### config.mk
export PLATFORM = sky130hd
export DESIGN_NAME = spi_cs_ctrl
export DESIGN_NICKNAME = d
export VERILOG_FILES = /design/src/rtl/spi_cs_pkg.sv /design/src/rtl/spi_cs_delay_cnt.sv /design/src/rtl/spi_cs_ctrl.sv
export SDC_FILE = /design/constraint.sdc
export NUM_CORES = 1
export LEC_CHECK = 0
export BUFFER_PORTS_ARGS = -buffer_cell sky130_fd_sc_hd__buf_2
export CAP_MARGIN = 20
export CORE_AREA = 2 2 50 52
export CTS_CLUSTER_DIAMETER = 150
export CTS_CLUSTER_SIZE = 30
export DETAILED_ROUTE_END_ITERATION = 7
export DIE_AREA = 0 0 52 54
export PLACE_DENSITY = 0.83
export SLEW_MARGIN = 10
export SYNTH_ARGS = -nofsm -noshare
export SYNTH_HDL_FRONTEND = slang
export SYNTH_HIERARCHICAL = 1
export SYNTH_SLANG_ARGS = --single-unit
### constraint.sdc
create_clock -name clk -period 3.38 [get_ports clk]
set_clock_uncertainty 0.15 [all_clocks]
set_input_delay 0.507 -clock clk [delete_from_list [all_inputs] [get_ports clk]]
set_output_delay 0.507 -clock clk [all_outputs]
set_load 0.02 [all_outputs]
### src/rtl/spi_cs_pkg.sv
// rtl/spi_cs_pkg.sv - shared types and helpers for the SPI chip-select controller
//
// Contents:
//   cs_state_t     FSM state encoding (IDLE, LEAD, ACTIVE, LAG, GAP)
//   CS_IDLE_LEVEL  level of a deselected chip-select line
//   clog2()        ceiling log2, used to size the delay counter
//   max_of()       larger of two integers, used for counter sizing
package spi_cs_pkg;

    typedef enum logic [2:0] {
        IDLE   = 3'd0,
        LEAD   = 3'd1,
        ACTIVE = 3'd2,
        LAG    = 3'd3,
        GAP    = 3'd4
    } cs_state_t;

    localparam logic CS_IDLE_LEVEL = 1'b1;

    function automatic int clog2(input int value);
        int result;
        int rem;
        result = 0;
        rem    = value - 1;
        while (rem > 0) begin
            result = result + 1;
            rem    = rem >> 1;
        end
        return result;
    endfunction

    function automatic int max_of(input int a, input int b);
        return (a > b) ? a : b;
    endfunction

endpackage

### src/rtl/spi_cs_delay_cnt.sv
// rtl/spi_cs_delay_cnt.sv - loadable down-counter for state timing and watchdog
//
// Ports:
//   clk       system clock
//   rst_n     asynchronous active-low reset
//   load      load strobe; load_val is taken on this edge
//   load_val  initial count (number of cycles the owner wants to wait)
//   count     current count, decrements to 0 and holds there
//   expire    high while count == 1, i.e. during the last cycle of the wait
module spi_cs_delay_cnt #(
    parameter int W = 4
) (
    input  logic         clk,
    input  logic         rst_n,
    input  logic         load,
    input  logic [W-1:0] load_val,
    output logic [W-1:0] count,
    output logic         expire
);

    always_ff @(posedge clk or negedge rst_n) begin
        if (!rst_n) begin
            count <= '0;
        end else if (load) begin
            count <= load_val;
        end else if (count != '0) begin
            count <= count - W'(1);
        end
    end

    assign expire = (count == W'(1));

endmodule

### src/rtl/spi_cs_ctrl.sv
// rtl/spi_cs_ctrl.sv - multi-slave SPI chip-select controller with lead/lag/gap timing
//
// Ports:
//   clk        system clock
//   rst_n      asynchronous active-low reset
//   transmit   frame request, sampled only in IDLE
//   slave_sel  target slave index, captured with transmit
//   done       end-of-frame pulse, honoured in LEAD (abort) and ACTIVE
//   cs         active-low chip selects, at most one low
//   cs_ready   high while SCLK may toggle (ACTIVE)
//   busy       high from request accept until the gap ends
//   sel_err    one-cycle pulse on a request with slave_sel >= NUM_SLAVES
//   timeout    one-cycle pulse on watchdog expiry
//
// Build option: define SPI_CS_TIMEOUT_EN to enable the ACTIVE-state watchdog;
// otherwise timeout is tied low and ACTIVE waits for done indefinitely.
module spi_cs_ctrl
    import spi_cs_pkg::*;
#(
    parameter int NUM_SLAVES  = 4,
    parameter int SEL_W       = 2,
    parameter int LEAD_CYC    = 2,
    parameter int LAG_CYC     = 2,
    parameter int GAP_CYC     = 4,
    parameter int TIMEOUT_CYC = 1024
) (
    input  logic                  clk,
    input  logic                  rst_n,
    input  logic                  transmit,
    input  logic [SEL_W-1:0]      slave_sel,
    input  logic                  done,
    output logic [NUM_SLAVES-1:0] cs,
    output logic                  cs_ready,
    output logic                  busy,
    output logic                  sel_err,
    output logic                  timeout
);

    localparam int CNT_MAX = max_of(max_of(LEAD_CYC, LAG_CYC), max_of(GAP_CYC, TIMEOUT_CYC));
    localparam int CNT_W   = (clog2(CNT_MAX + 1) < 1) ? 1 : clog2(CNT_MAX + 1);

    localparam logic [CNT_W-1:0] LEAD_V = CNT_W'(LEAD_CYC);
    localparam logic [CNT_W-1:0] LAG_V  = CNT_W'(LAG_CYC);
    localparam logic [CNT_W-1:0] GAP_V  = CNT_W'(GAP_CYC);

    // Zero-length states are skipped, so the state following a frame end
    // (done, abort or watchdog) and the one following LAG are fixed at elaboration.
    localparam cs_state_t        POST_ACTIVE   = (LAG_CYC > 0) ? LAG : ((GAP_CYC > 0) ? GAP : IDLE);
    localparam logic [CNT_W-1:0] POST_ACTIVE_V = (LAG_CYC > 0) ? LAG_V : GAP_V;
    localparam cs_state_t        POST_LAG      = (GAP_CYC > 0) ? GAP : IDLE;

    cs_state_t              state;
    cs_state_t              state_nxt;
    logic [SEL_W-1:0]       sel_q;
    logic [SEL_W-1:0]       sel_nxt;
    logic                   load;
    logic [CNT_W-1:0]       load_val;
    logic [CNT_W-1:0]       cnt;
    logic                   cnt_expire;
    logic                   sel_valid;
    logic                   sel_err_nxt;
    logic [NUM_SLAVES-1:0]  cs_nxt;

`ifdef SPI_CS_TIMEOUT_EN
    localparam logic [CNT_W-1:0] TIMEOUT_V = CNT_W'(TIMEOUT_CYC);
    logic timeout_nxt;
    logic timeout_q;
`endif

    assign sel_valid = (int'(slave_sel) < NUM_SLAVES);

    spi_cs_delay_cnt #(
        .W(CNT_W)
    ) u_delay_cnt (
        .clk      (clk),
        .rst_n    (rst_n),
        .load     (load),
        .load_val (load_val),
        .count    (cnt),
        .expire   (cnt_expire)
    );

    always_comb begin
        state_nxt   = state;
        sel_nxt     = sel_q;
        load        = 1'b0;
        load_val    = '0;
        sel_err_nxt = 1'b0;
`ifdef SPI_CS_TIMEOUT_EN
        timeout_nxt = 1'b0;
`endif
        case (state)
            IDLE: begin
                // transmit has priority; done is meaningless here
                if (transmit) begin
                    if (sel_valid) begin
                        sel_nxt = slave_sel;
                        if (LEAD_CYC > 0) begin
                            state_nxt = LEAD;
                            load      = 1'b1;
                            load_val  = LEAD_V;
                        end else begin
                            state_nxt = ACTIVE;
`ifdef SPI_CS_TIMEOUT_EN
                            load      = 1'b1;
                            load_val  = TIMEOUT_V;
`endif
                        end
                    end else begin
                        sel_err_nxt = 1'b1;
                    end
                end
            end
            LEAD: begin
                if (done) begin
                    state_nxt = POST_ACTIVE;
                    load      = 1'b1;
                    load_val  = POST_ACTIVE_V;
                end else if (cnt_expire) begin
                    state_nxt = ACTIVE;
`ifdef SPI_CS_TIMEOUT_EN
                    load      = 1'b1;
                    load_val  = TIMEOUT_V;
`endif
                end
            end
            ACTIVE: begin
                if (done) begin
                    state_nxt = POST_ACTIVE;
                    load      = 1'b1;
                    load_val  = POST_ACTIVE_V;
                end
`ifdef SPI_CS_TIMEOUT_EN
                else if (cnt_expire) begin
                    state_nxt   = POST_ACTIVE;
                    load        = 1'b1;
                    load_val    = POST_ACTIVE_V;
                    timeout_nxt = 1'b1;
                end
`endif
            end
            LAG: begin
                if (cnt_expire) begin
                    state_nxt = POST_LAG;
                    load      = 1'b1;
                    load_val  = GAP_V;
                end
            end
            GAP: begin
                if (cnt_expire) begin
                    state_nxt = IDLE;
                end
            end
            default: begin
                state_nxt = IDLE;
            end
        endcase
    end

    // Outputs are registered from the next state so they line up with it.
    always_comb begin
        cs_nxt = {NUM_SLAVES{CS_IDLE_LEVEL}};
        if (state_nxt == LEAD || state_nxt == ACTIVE || state_nxt == LAG) begin
            for (int i = 0; i < NUM_SLAVES; i++) begin
                if (int'(sel_nxt) == i) begin
                    cs_nxt[i] = ~CS_IDLE_LEVEL;
                end
            end
        end
    end

    always_ff @(posedge clk or negedge rst_n) begin
        if (!rst_n) begin
            state    <= IDLE;
            sel_q    <= '0;
            cs       <= {NUM_SLAVES{CS_IDLE_LEVEL}};
            cs_ready <= 1'b0;
            busy     <= 1'b0;
            sel_err  <= 1'b0;
        end else begin
            state    <= state_nxt;
            sel_q    <= sel_nxt;
            cs       <= cs_nxt;
            cs_ready <= (state_nxt == ACTIVE);
            busy     <= (state_nxt != IDLE);
            sel_err  <= sel_err_nxt;
        end
    end

`ifdef SPI_CS_TIMEOUT_EN
    always_ff @(posedge clk or negedge rst_n) begin
        if (!rst_n) begin
            timeout_q <= 1'b0;
        end else begin
            timeout_q <= timeout_nxt;
        end
    end

    assign timeout = timeout_q;
`else
    assign timeout = 1'b0;
`endif

endmodule

== Yosys cells after proc, flatten, opt, wreduce, memory -nomap -nowiden ==
Index checks and enable logic that the tools add are counted.
Widths: inputs -> output; s select.
Operators by class
  add/sub/neg operators: 1
  $mul: 0
  div/mod/pow operators: 0
  $lt $le $gt $ge: 0
  equality and inequality tests: 11
  shift-type cells: 0
  multiplexer cells: 24
  bitwise operators: 0
  reduce and logical (&&, ||, !) cells: 8
Operator list (number)
  $mux 11: 2
  $mux 3: 7
  $pmux 3 s5: 1
  $eq 3x2->1 const B: 4
  $eq 11x1->1 const B: 1
  $reduce_bool 11->1: 1
  $sub 11x1->11 const B: 1
  $pmux 3 s3: 1
  $mux 2: 4
  $mux 1: 7
  $eq 3x1->1 const B: 2
  $eq 2x2->1 const B: 2
  $mux 4: 1
  $eq 3x3->1 const B: 1
  $logic_not 3->1: 1
  $pmux 1 s3: 1
  $reduce_bool 3->1: 1
  $eq 2x1->1 const B: 1
  $logic_not 2->1: 1
  $logic_or 1x1->1: 2
  $reduce_bool 2->1: 1
  $reduce_or 2->1: 1
Word-level totals
  flip-flop bits (word level): 22
  bits in latches: 0
  RAM bits: 0
  memory bits (read-only): 0
  bits of input ports: 6
  output and inout port bits: 8
  memories kept: 0

== Depth between registers and ports, before layout ==
Gate-level depths: netlist of the first run.
  depth in word-level cells: 8
  gate-level depth with buffers: 9
  gate-level depth less buffers: 8

== Hierarchy ==
Netlist of the first run, hierarchy kept.
Modules (own cells, without submodules)
  spi_cs_delay_cnt: instances 1, cells each 67, area each 659.4 um^2, sequential area each 275.3 um^2
  spi_cs_ctrl: instances 1, cells each 56, area each 558.0 um^2, sequential area each 280.3 um^2

== Least setup slack after synthesis of the first run ==
No wires, ideal clock.
  kind: flip-flop to flip-flop
  from: register u_delay_cnt.count[3]
  to: register u_delay_cnt.count[9]
  data arrival time: 2.617 ns
  required time: 3.105 ns
  setup slack: 0.488 ns
  stages on the path, launching flop included: 9
  clock period less this slack: 2.892 ns
  cell sequence: dfrtp_1 nor4_1 nand3_1 nor4b_1 and2_1 o21ai_0 a21oi_1 clkbuf_1 mux2_2
Between the ends
  longest elaborated chain between the ends: 4
  elaborated cells on any way between the ends: 8
  classes of those cells: 1 x add/sub; 1 x eq/ne; 4 x mux; 2 x reduce/logical
RTL lines
  start: declaration: RTL line spi_cs_delay_cnt.sv:17  | output logic [W-1:0] count,
  start signal: assignment: RTL line spi_cs_delay_cnt.sv:25  | count <= load_val;
  start signal: assignment: RTL line spi_cs_delay_cnt.sv:27  | count <= count - W'(1);
  $eq 11x1->1 *: RTL line spi_cs_delay_cnt.sv:31  | assign expire = (count == W'(1));
  net cnt_expire: RTL line spi_cs_ctrl.sv:59  | logic cnt_expire;
  $mux 1 *: RTL line spi_cs_ctrl.sv:143  | if (cnt_expire) begin
  $pmux 1 s3 *: RTL line spi_cs_ctrl.sv:92  | case (state)
  net load: RTL line spi_cs_ctrl.sv:56  | logic load;
  $mux 11 or $reduce_bool 2->1 (tied branches)
The timed path passes the listed nets; every way through them passes the cells marked *. The select of a mux whose other input is x is not followed.
A chain may end at the register's enable or synchronous reset.

== Worst setup path after layout of the first run ==
  from: register u_delay_cnt.count[3]
  to: register u_delay_cnt.count[4]
The elaborated chain is that of the path after synthesis.

==> flow_summary_export.csv, run 1 <==
group,metric,value,unit
worst_setup_path,r2r-end,"u_delay_cnt/count[4]",
drt,vias_per_cell,5.44,
placement,placed_cell_area,0.00132,sq mm
cts,clock_sinks,22,
final_layout,utilization,59.5,%
timing,fin_tns_setup,0,ns
power_and_ir_drop,p_leak,0.595,nW
floorplan,die-area,0.00281,sq mm
floorplan,die_h,54,microns
timing,period_minus_slack,2.91,ns
floorplan,pin_count,14,
grt,antenna_found_initial,0,
final_layout,syn_to_final_growth,13.5,%
drt,drt-pass1-iter-count,4,
cts,ctsHoldBuffers,1,
worst_setup_path,worstPathMaxFanout,21,
final_layout,final_layout_size_suffix_gt1_share,22.2,%
floorplan,die_w,52,microns
final_layout,layout_common_cells,"dfrtp_1 (18), nand2_1 (16), conb_1 (11), buf_2 (11), o21ai_0 (9)",
worst_setup_path,r2r_cells,10,
logic_synthesis,synthCells,123,
logic_synthesis,ys_seq_area_share,45.6,%
worst_setup_path,r2r_slack,0.47,ns
worst_setup_path,crit_arrival,2.96,ns
final_layout,nNetsFinal,153,
hold_path,hp-class,"input port to register",
cts,cts_resized,0,
drt,remaining_drc_errors,0,
hold_path,whs_endpoint,"cs_ready",
timing,hold_viol_final,0,
cts,cts_setup_buffers,0,
timing,rsz0062_at_grt,"no",
logic_synthesis,syn_area,0.00122,sq mm
logic_synthesis,synth-main-ff-cell,"dfrtp_1",
power_and_ir_drop,ir_drop,403,uV
worst_setup_path,cp-start-kind,"register",
final_layout,layout.cells.most_common,"dfrtp_1",
drt,drt_iter0_drc,30,
grt,overflow,0,
power_and_ir_drop,power,1.04,mW
timing,max_clock_freq,0.344,GHz
worst_setup_path,end_kind,"register",
floorplan,coreArea,0.00232,sq mm
cts,cts_max_level,1,
floorplan,row_count,18,
cts,clockBufferDepth,2,
hold_path,whs_path_depth,2,
grt,grt_pass1_vias,921,
drt,vias,947,
placement,port_buffers,11,
drt,drtAntennaViolNets,0,
hold_path,hold_start,"done",
cts,cts_buffers,3,
final_layout,final_area,0.00138,sq mm
logic_synthesis,synthArstFlopShare,100,%
worst_setup_path,cp.required,3.44,ns
timing,tightest_slew,0.557,ns
timing,setup-violations-final,0,
placement,dp.final_hpwl,1700,microns
final_layout,diodes,0,
grt,grt_max_degree,23,
cts,root_buffer,"clkbuf_4",
timing,finalCritPeriodShare,86.0,%
floorplan,initial_core_util,52.5,%
job,cap_violations,0,
logic_synthesis,ys_types,44,
grt,grt.total_usage,18.9,%
worst_setup_path,path_class,"register to register",
timing,slew_viol_final,0,
cts,clk_pin_slew,0.12,ns
cts,cts_tree,"built",
placement,gp_congestion,0.769,
logic_synthesis,synth-edff-count,0,
power_and_ir_drop,power_density,755,mW/mm^2
logic_synthesis,ys_warn_count,6,
logic_synthesis,syn_avg_cell_area,9.90,sq um
drt,wl_per_cell,13.4,microns
cts,insertion_delay,0.31,ns
timing,slew_headroom,62.5,%
drt,wl,2340,microns
logic_synthesis,ys_ff_latch,22,
grt,grt_pass1_wl,3850,microns
final_layout,fillers,192,
status,outcome,"complete, no violations",
worst_setup_path,reg2reg_from,"u_delay_cnt/count[3]",
==> flip-flops by register name (all words and copies together), names as in the netlist <==
signal and cells:
sel_q 2, busy 1, cs 4, u_delay_cnt/count 11
cs_ready 1, state 3
==> worst max path at each step <==
stage	from	to	slack (ns)
CTS	u_delay_cnt/count[3]	u_delay_cnt/count[4]	0.48
floorplan	u_delay_cnt/count[3]	u_delay_cnt/count[9]	0.49
finish	u_delay_cnt/count[3]	u_delay_cnt/count[4]	0.47
detailed placement	u_delay_cnt/count[3]	u_delay_cnt/count[4]	0.55
global placement	u_delay_cnt/count[3]	u_delay_cnt/count[9]	0.72
global route	u_delay_cnt/count[3]	u_delay_cnt/count[4]	0.22
==> stage by stage <==
| stage | cells | hold WS (ns) | setup slack (ns) |
|---|---|---|---|
| finish | 174 | 0.230 | 0.475 |
| global route | 174 | 0.217 | 0.220 |
| CTS | 174 | 0.215 | 0.479 |
| detailed placement | 169 | 0.339 | 0.552 |
| global placement | 169 | 0.335 | 0.715 |
| floorplan | 133 | 0.0614 | 0.488 |
==> where the power goes <==
| group | internal (mW) | switching [mW] |
|---|---|---|
| logic | 0.181 | 0.203 |
| registers | 0.360 | 0.0989 |
| clock network | 0.120 | 0.0801 |
==> metal layers <==
| layer | part of all wire (%) | global-route usage, % | vias up | wire (microns) |
|---|---|---|---|---|
| li1 | - | - | 463 | - |
| met1 | 43 | 22.8 | 450 | 1010 |
| met2 | 51 | 31.9 | 24 | 1190 |
| met3 | 2.8 | 3.33 | 10 | 66 |
| met4 | 2.8 | 10.5 | 0 | 65 |
| met5 | 0 | 0 | - | 0 |
==> cell type report <==
class / instances / area [sq um] / area share (%)
inverters: 6 / 22.5 / 1.63
well taps: 30 / 37.5 / 2.72
multi-input cells: 98 / 633 / 45.8
clock inverters: 1 / 30.0 / 2.17
clock buffers: 3 / 22.5 / 1.63
repair buffers: 14 / 80.1 / 5.80
flip-flops and latches: 22 / 556 / 40.2
==> cells in the mapped netlist (2+ instances only) <==
| library cell | number | share of area, % |
|---|---|---|
| nand3_1 | 2 | 0.82 |
| nor4_1 | 2 | 1.0 |
| o21ai_0 | 9 | 3.7 |
| nor3_1 | 5 | 2.1 |
| nor2_1 | 5 | 1.5 |
| nand2_1 | 16 | 4.9 |
| xnor2_1 | 5 | 3.6 |
| ha_1 | 2 | 2.1 |
| nor4b_1 | 2 | 1.4 |
| a21oi_1 | 5 | 2.1 |
| xor2_1 | 2 | 1.4 |
| dfstp_2 | 4 | 8.6 |
| clkbuf_1 | 2 | 0.62 |
| dfrtp_1 | 18 | 37 |
| mux2i_1 | 3 | 2.5 |
| buf_4 | 2 | 1.2 |
| a22o_1 | 2 | 1.4 |
| mux2_2 | 3 | 2.8 |
| buf_2 | 2 | 0.82 |
| inv_1 | 6 | 1.8 |
| o31ai_1 | 3 | 1.8 |
==> cell families after synthesis <==
group	share of synthesized area, %
adder cells (fa/ha/maj)	2.06
flip-flops	45.6
other	0.308
AND/OR/NAND/NOR	22.0
AO/OA/AOI/OAI	14.3
multiplexers	5.24
buffers and inverters	5.45
XOR/XNOR	5.04
==> critical path: stages (launching register included) <==
cell	delay (ns)
dfrtp_1	0.46
nor4_1	0.51
nand3_1	0.17
nor4b_1	0.29
buf_4	0.19
and2_1	0.14
o21ai_0	0.07
a21oi_1	0.17
buf_4	0.26
nor4b_1	0.08
a211o_1	0.28
Note: power is estimated with default switching activity, not from simulation.
==> run 2, diff against run 1 <==
--- a/config.mk
+++ b/config.mk
@@ -6,15 +6,14 @@
 export NUM_CORES = 1
 export LEC_CHECK = 0
 export BUFFER_PORTS_ARGS = -buffer_cell sky130_fd_sc_hd__buf_2
-export CAP_MARGIN = 20
-export CORE_AREA = 2 2 50 52
+export CAP_MARGIN = 15
+export CORE_AREA = 2 2 49 51
 export CTS_CLUSTER_DIAMETER = 150
 export CTS_CLUSTER_SIZE = 30
 export DETAILED_ROUTE_END_ITERATION = 7
-export DIE_AREA = 0 0 52 54
-export PLACE_DENSITY = 0.83
+export DIE_AREA = 0 0 51 53
+export PLACE_DENSITY = 0.82
 export SLEW_MARGIN = 10
 export SYNTH_ARGS = -nofsm -noshare
 export SYNTH_HDL_FRONTEND = slang
-export SYNTH_HIERARCHICAL = 1
 export SYNTH_SLANG_ARGS = --single-unit
==> run 2 against run 1 <==
  * Hold slack gained 0.0092 ns
  * Global-route usage down 2.3 points
  * Non-clock buffer count shrank 1
  * Largest power group unchanged
  * Critical path type unchanged
  * Synthesized cell count is 8.1% lower
  * Combinational power up 20%
  * Sequential share of layout area is 3.7 points higher
==> flow_summary_export.csv, run 2 <==
group,metric,value,unit
timing,fin_tns_setup,0,ns
logic_synthesis,ys_warn_count,0,
placement,placed_cell_area,0.00120,sq mm
power_and_ir_drop,p_leak,0.550,nW
worst_setup_path,r2r-end,"u_delay_cnt.count[1]",
logic_synthesis,synthArstFlopShare,100,%
grt,grt.total_usage,16.6,%
timing,finalCritPeriodShare,72.0,%
grt,grt_pass1_wl,3260,microns
worst_setup_path,r2r_cells,7,
final_layout,diodes,0,
final_layout,nNetsFinal,133,
timing,period_minus_slack,2.44,ns
drt,remaining_drc_errors,0,
logic_synthesis,ys_types,41,
timing,hold_viol_final,0,
drt,wl,1910,microns
final_layout,final_area,0.00127,sq mm
worst_setup_path,crit_slowest_cell,"or4b_2",
cts,cts_buffers,3,
cts,root_buffer,"clkbuf_4",
job,cap_violations,0,
final_layout,layout_common_cells,"dfrtp_1 (18), buf_2 (11), a21oi_1 (8)",
drt,wl_per_cell,12.7,microns
final_layout,top_register,"u_delay_cnt.count",
floorplan,die_h,53,microns
timing,max_clock_freq,0.411,GHz
placement,dp.final_hpwl,1380,microns
hold_path,whs_path_depth,2,
power_and_ir_drop,ir_drop,621,uV
placement,pre_cts_slack,0.971,ns
floorplan,row_count,17,
logic_synthesis,ys_ff_latch,22,
final_layout,utilization,58.9,%
placement,gp_congestion,0.842,
worst_setup_path,crit_chain,"inv_1 -> ha_1 -> or4b_2 -> nor4_1 -> buf_4 -> mux2_2 -> o21ai_0",
hold_path,hold_start,"done",
logic_synthesis,synth-main-ff-cell,"dfrtp_1",
logic_synthesis,synthTopCellsByArea,"dfrtp_1 (39%), dfstp_2 (9.2%), a21oi_1 (3.5%)",
timing,fin_ws,0.945,ns
cts,clock_sinks,22,
drt,drt-pass1-iter-count,3,
placement,port_buffers,11,
logic_synthesis,syn_area,0.00114,sq mm
hold_path,hp-class,"input port to register",
cts,cts_setup_buffers,0,
final_layout,largestRegisters,"u_delay_cnt.count (11), cs (4), state (3)",
worst_setup_path,cp-start-kind,"register",
floorplan,initial_core_util,53.1,%
grt,grt_pass1_vias,755,
cts,clk_pin_slew,0.12,ns
timing,tightest_slew,0.667,ns
grt,grt_max_degree,23,
power_and_ir_drop,power_density,897,mW/mm^2
hold_path,whs_endpoint,"cs_ready",
final_layout,largest_reg_flops,11,
timing,slew_headroom,55.3,%
floorplan,coreArea,0.00215,sq mm
drt,vias_per_cell,5.56,
timing,rsz0062_at_grt,"no",
worst_setup_path,r2r_slack,0.94,ns
worst_setup_path,worstPathMaxFanout,11,
worst_setup_path,worst_path_largest_cell_delay,0.62,ns
logic_synthesis,synthTopCellsByCount,"dfrtp_1 (18), a21oi_1 (8), o21ai_0 (7)",
worst_setup_path,path_class,"register to register",
logic_synthesis,yosysTopAreaCell,"dfrtp_1",
timing,setup-violations-final,0,
drt,drtAntennaViolNets,0,
drt,drt_iter0_drc,14,
timing,holdWs,0.239,ns
final_layout,syn_to_final_growth,11.0,%
logic_synthesis,synthCells,113,
floorplan,die-area,0.00270,sq mm
logic_synthesis,synth_top_area_share,39.5,%
final_layout,layout.cells.most_common,"dfrtp_1",
logic_synthesis,synth-edff-count,0,
worst_setup_path,crit_arrival,2.52,ns
floorplan,die_w,51,microns
grt,overflow,0,
cts,clockBufferDepth,2,
logic_synthesis,ys_seq_area_share,48.7,%
timing,slew_viol_final,0,
worst_setup_path,cp.required,3.47,ns
worst_setup_path,critPathLaunch,"u_delay_cnt.count[0]",
final_layout,final_layout_size_suffix_gt1_share,24.4,%
cts,cts_tree,"built",
status,outcome,"complete, no violations",
logic_synthesis,synth_most_common_cell,"dfrtp_1",
worst_setup_path,reg2reg_from,"u_delay_cnt.count[0]",
floorplan,pin_count,14,
cts,cts_max_level,1,
cts,insertion_delay,0.31,ns
worst_setup_path,end_kind,"register",
logic_synthesis,syn_avg_cell_area,10.1,sq um
drt,vias,839,
grt,antenna_found_initial,0,
## run 2: logic make-up (layout without fill, tap and decap cells)
logic type / count (synthesis) / count (layout) / share of synthesized area [%]
and+or+nand+nor: 42 / 42 / 23.6
DFF: 22 / 22 / 48.7
AOI/OAI and AO/OA: 25 / 25 / 13.0
buffers and inverters: 13 / 22 / 5.04
adders and majority gates: 3 / 3 / 3.29
muxes: 5 / 5 / 4.50
xor gates and xnor gates: 2 / 2 / 1.54
other: 1 / 2 / 0.329
## run 2: critical path: cells and delay by family (launching register included)
family          cells  cell delay (ns)
fa+ha+maj           1             0.15
buf+inv             2             0.34
compound gates      1             0.14
mux                 1             0.33
flops               1             0.42
simple gates        2             0.83
## run 2: power by group
part	switching, mW	internal (mW)	total, mW
clock	0.0785	0.120	0.198
combinational	0.253	0.209	0.462
sequential	0.0967	0.379	0.476
## run 2: worst max-delay path by stage
stage / end / slack (ns)
detailed placement: u_delay_cnt.count[1] / 0.97
global route: u_delay_cnt.count[1] / 0.79
finish: u_delay_cnt.count[1] / 0.94
global placement: u_delay_cnt.count[1] / 1.08
CTS: u_delay_cnt.count[1] / 0.93
floorplan: u_delay_cnt.count[1] / 1.04
## run 2: cell type report
class                   count  area, sq um
inverters                   5         18.8
fillers                   191          882
repair buffers             13         72.6
clock buffers               3         22.5
flip-flops and latches     22          556
clock inverters             1         30.0
multi-input cells          79          532
well taps                  28         35.0
## run 2: what timing repair did
action / in CTS / in global routing
hold buffers: 1 / 0
hold endpoints to repair: 18 / 0
gates resized for setup: 0 / 0
## run 2: metrics by stage
stage	total power, mW	cells
2_1_floorplan	0.833	114
6_report	1.14	151
4_1_cts	1.15	151
3_3_place_gp	0.921	146
3_5_place_dp	0.943	146
5_1_grt	1.24	151
## run 2: layer usage
layer | GRT usage [%] | vias to the layer above | wire, microns
li1 | - | 427 | -
met1 | 21.1 | 393 | 909
met2 | 25.5 | 15 | 900
met3 | 6.78 | 4 | 79
met4 | 5.41 | 0 | 23
met5 | 0 | - | 0
==> run 3, diff against run 2 <==
--- a/config.mk
+++ b/config.mk
@@ -5,14 +5,15 @@
 export SDC_FILE = /design/constraint.sdc
 export NUM_CORES = 1
 export LEC_CHECK = 0
+export ABC_AREA = 1
 export BUFFER_PORTS_ARGS = -buffer_cell sky130_fd_sc_hd__buf_2
 export CAP_MARGIN = 15
-export CORE_AREA = 2 2 49 51
+export CORE_AREA = 2 2 51 53
 export CTS_CLUSTER_DIAMETER = 150
 export CTS_CLUSTER_SIZE = 30
 export DETAILED_ROUTE_END_ITERATION = 7
-export DIE_AREA = 0 0 51 53
-export PLACE_DENSITY = 0.82
+export DIE_AREA = 0 0 53 55
+export PLACE_DENSITY = 0.83
 export SLEW_MARGIN = 10
 export SYNTH_ARGS = -nofsm -noshare
 export SYNTH_HDL_FRONTEND = slang
==> constraint.sdc (replaced) <==
create_clock -name clk -period 2.48 [get_ports clk]
set_clock_uncertainty 0.15 [all_clocks]
set_input_delay 0.372 -clock clk [delete_from_list [all_inputs] [get_ports clk]]
set_output_delay 0.372 -clock clk [all_outputs]
set_load 0.02 [all_outputs]
==> run 3 against run 2 <==
  * First-iteration DRC count up 21%
  * Clock power grew 40%
  * Sequential share of layout area shrank 4.8 points
  * Synthesized cell count rose by 41%
  * Largest power group is now combinational cells
==> flow_summary_export.csv, run 3 <==
group,metric,value,unit
logic_synthesis,synth-main-ff-cell,"dfrtp_1",
grt,overflow,0,
drt,vias_per_cell,5.08,
placement,placed_cell_area,0.00136,sq mm
logic_synthesis,ys_warn_count,0,
grt,grt_pass1_vias,975,
timing,period_minus_slack,1.71,ns
floorplan,initial_core_util,54.1,%
cts,cts_buffers,3,
cts,clockBufferDepth,2,
final_layout,diodes,0,
logic_synthesis,synth-edff-count,0,
logic_synthesis,synthTopCellsByCount,"nand2_1 (35), inv_1 (20), dfrtp_1 (18), nor2_1 (18), nand3_1 (9)",
cts,clk_pin_slew,0.13,ns
final_layout,layout.cells.most_common,"nand2_1",
logic_synthesis,synthTopCellsByArea,"dfrtp_1 (35%), nand2_1 (10%), dfstp_2 (8.2%)",
timing,slew_viol_final,0,
logic_synthesis,synth_top_area_share,35.2,%
worst_setup_path,end_kind,"register",
logic_synthesis,synth_most_common_cell,"nand2_1",
floorplan,pin_count,14,
floorplan,die-area,0.00292,sq mm
final_layout,final_layout_size_suffix_gt1_share,27.0,%
logic_synthesis,ys_ff_latch,22,
timing,hold_viol_final,0,
floorplan,die_h,55,microns
drt,drtAntennaViolNets,0,
power_and_ir_drop,p_leak,0.729,nW
final_layout,largest_reg_flops,11,
job,cap_violations,0,
logic_synthesis,syn_area,0.00128,sq mm
grt,grt_max_degree,23,
logic_synthesis,synthCells,159,
cts,insertion_delay,0.32,ns
placement,gp_congestion,0.869,
final_layout,instances_no_fill,204,
grt,grt.total_usage,20.7,%
logic_synthesis,ys_types,25,
hold_path,hp-class,"input port to register",
worst_setup_path,crit_arrival,1.78,ns
timing,finalCritPeriodShare,69.0,%
worst_setup_path,worstPathMaxFanout,5,
logic_synthesis,yosysTopAreaCell,"dfrtp_1",
timing,max_clock_freq,0.584,GHz
worst_setup_path,cp.required,2.55,ns
drt,remaining_drc_errors,0,
floorplan,row_count,18,
worst_setup_path,cp-start-kind,"register",
power_and_ir_drop,power_density,1440,mW/mm^2
timing,fin_tns_setup,0,ns
drt,drt-pass1-iter-count,4,
drt,wl_per_cell,12.1,microns
worst_setup_path,path_class,"register to register",
cts,root_buffer,"clkbuf_4",
hold_path,whs_path_depth,3,
logic_synthesis,synthArstFlopShare,100,%
power_and_ir_drop,ir_drop,896,uV
worst_setup_path,r2r_cells,7,
drt,wl,2470,microns
worst_setup_path,r2r_slack,0.77,ns
final_layout,multiInputGateArea,626,sq um
cts,cts_tree,"built",
final_layout,largestRegisters,"u_delay_cnt.count (11), cs (4), state (3)",
cts,cts_max_level,1,
drt,drt_iter0_drc,17,
final_layout,fillers,220,
final_layout,final_area,0.00142,sq mm
grt,antenna_found_initial,0,
cts,clock_sinks,22,
final_layout,layout_common_cells,"nand2_1 (35), inv_1 (20), nor2_1 (18), dfrtp_1 (18), buf_2 (11)",
timing,setup-violations-final,0,
final_layout,nNetsFinal,184,
placement,dp.final_hpwl,1930,microns
final_layout,syn_to_final_growth,11.3,%
grt,grt_pass1_wl,4260,microns
final_layout,regArea,556,sq um
timing,rsz0062_at_grt,"no",
floorplan,coreArea,0.00236,sq mm
final_layout,top_register,"u_delay_cnt.count",
logic_synthesis,syn_avg_cell_area,8.04,sq um
floorplan,die_w,53,microns
logic_synthesis,ys_seq_area_share,43.4,%
placement,port_buffers,11,
placement,dpl.cell_count,199,
status,outcome,"complete, no violations",
drt,vias,1037,
[run 3: report_power, final]
| part | switching [mW] | internal, mW | total, mW |
|---|---|---|---|
| combinational | 0.730 | 0.391 | 1.12 |
| sequential | 0.114 | 0.529 | 0.644 |
| clock | 0.114 | 0.163 | 0.278 |
[run 3: layout make-up]
class / count / share of cell area (%)
clock buffers: 3 / 1.58
well taps: 30 / 2.64
flip-flops and latches: 22 / 39.1
repair buffers: 12 / 4.57
inverters: 23 / 6.07
clock inverters: 1 / 2.11
multi-input cells: 113 / 44.0
[run 3: timing repair]
action,in CTS,in global routing
hold endpoints to repair,18,0
hold buffers,1,0
buffers inserted,0,0
gates resized for setup,0,0
[run 3: cell families (layout without fill, tap and decap cells)]
logic type	count (synthesis)	count (layout)	share of synthesized area, %
compound gates	13	13	6.16
xor+xnor	4	4	2.74
fa+ha+maj	3	3	2.94
buf+inv	25	39	7.93
flops	22	22	43.4
other cells	1	2	0.293
simple gates	91	91	36.5
[run 3: final timing paths]
path	start	to
worst max-delay path	u_delay_cnt.count[0]	u_delay_cnt.count[6]
min in group asynchronous	rst_n	u_delay_cnt.count[6]
worst max register to register	u_delay_cnt.count[0]	u_delay_cnt.count[6]
worst min register to register	u_delay_cnt.count[1]	u_delay_cnt.count[1]
max in group asynchronous	rst_n	cs[1]
worst min-delay path	slave_sel[1]	sel_q[1]
[run 3: worst max-delay path: stages, from the launching register on]
cell and delay, ns:
dfrtp_1 0.46, inv_1 0.16, ha_1 0.21, nand2_1 0.15, nor3_1 0.26, nand3_1 0.11
nand2_1 0.08, nor2_1 0.04
[run 3: metal layers]
metal	part of all wire [%]	up-vias	track usage (%)	wire, microns
met1	43	495	22.6	1060
met2	52	21	38.8	1270
li1	-	517	-	-
met3	3.4	4	3.49	83
met5	0	-	0	0
met4	2.0	0	10.3	49
[run 3: stage by stage]
stage               worst slack, ns  power (mW)  util [%]  hold WS, ns
finish                        0.769        2.04      60.2        0.175
global route                  0.561        2.25      60.2        0.191
floorplan                      1.00        1.54         -      -0.0736
CTS                           0.765        2.06      60.2        0.174
detailed placement            0.792        1.77      57.5        0.210
global placement              0.879        1.72      57.5        0.207
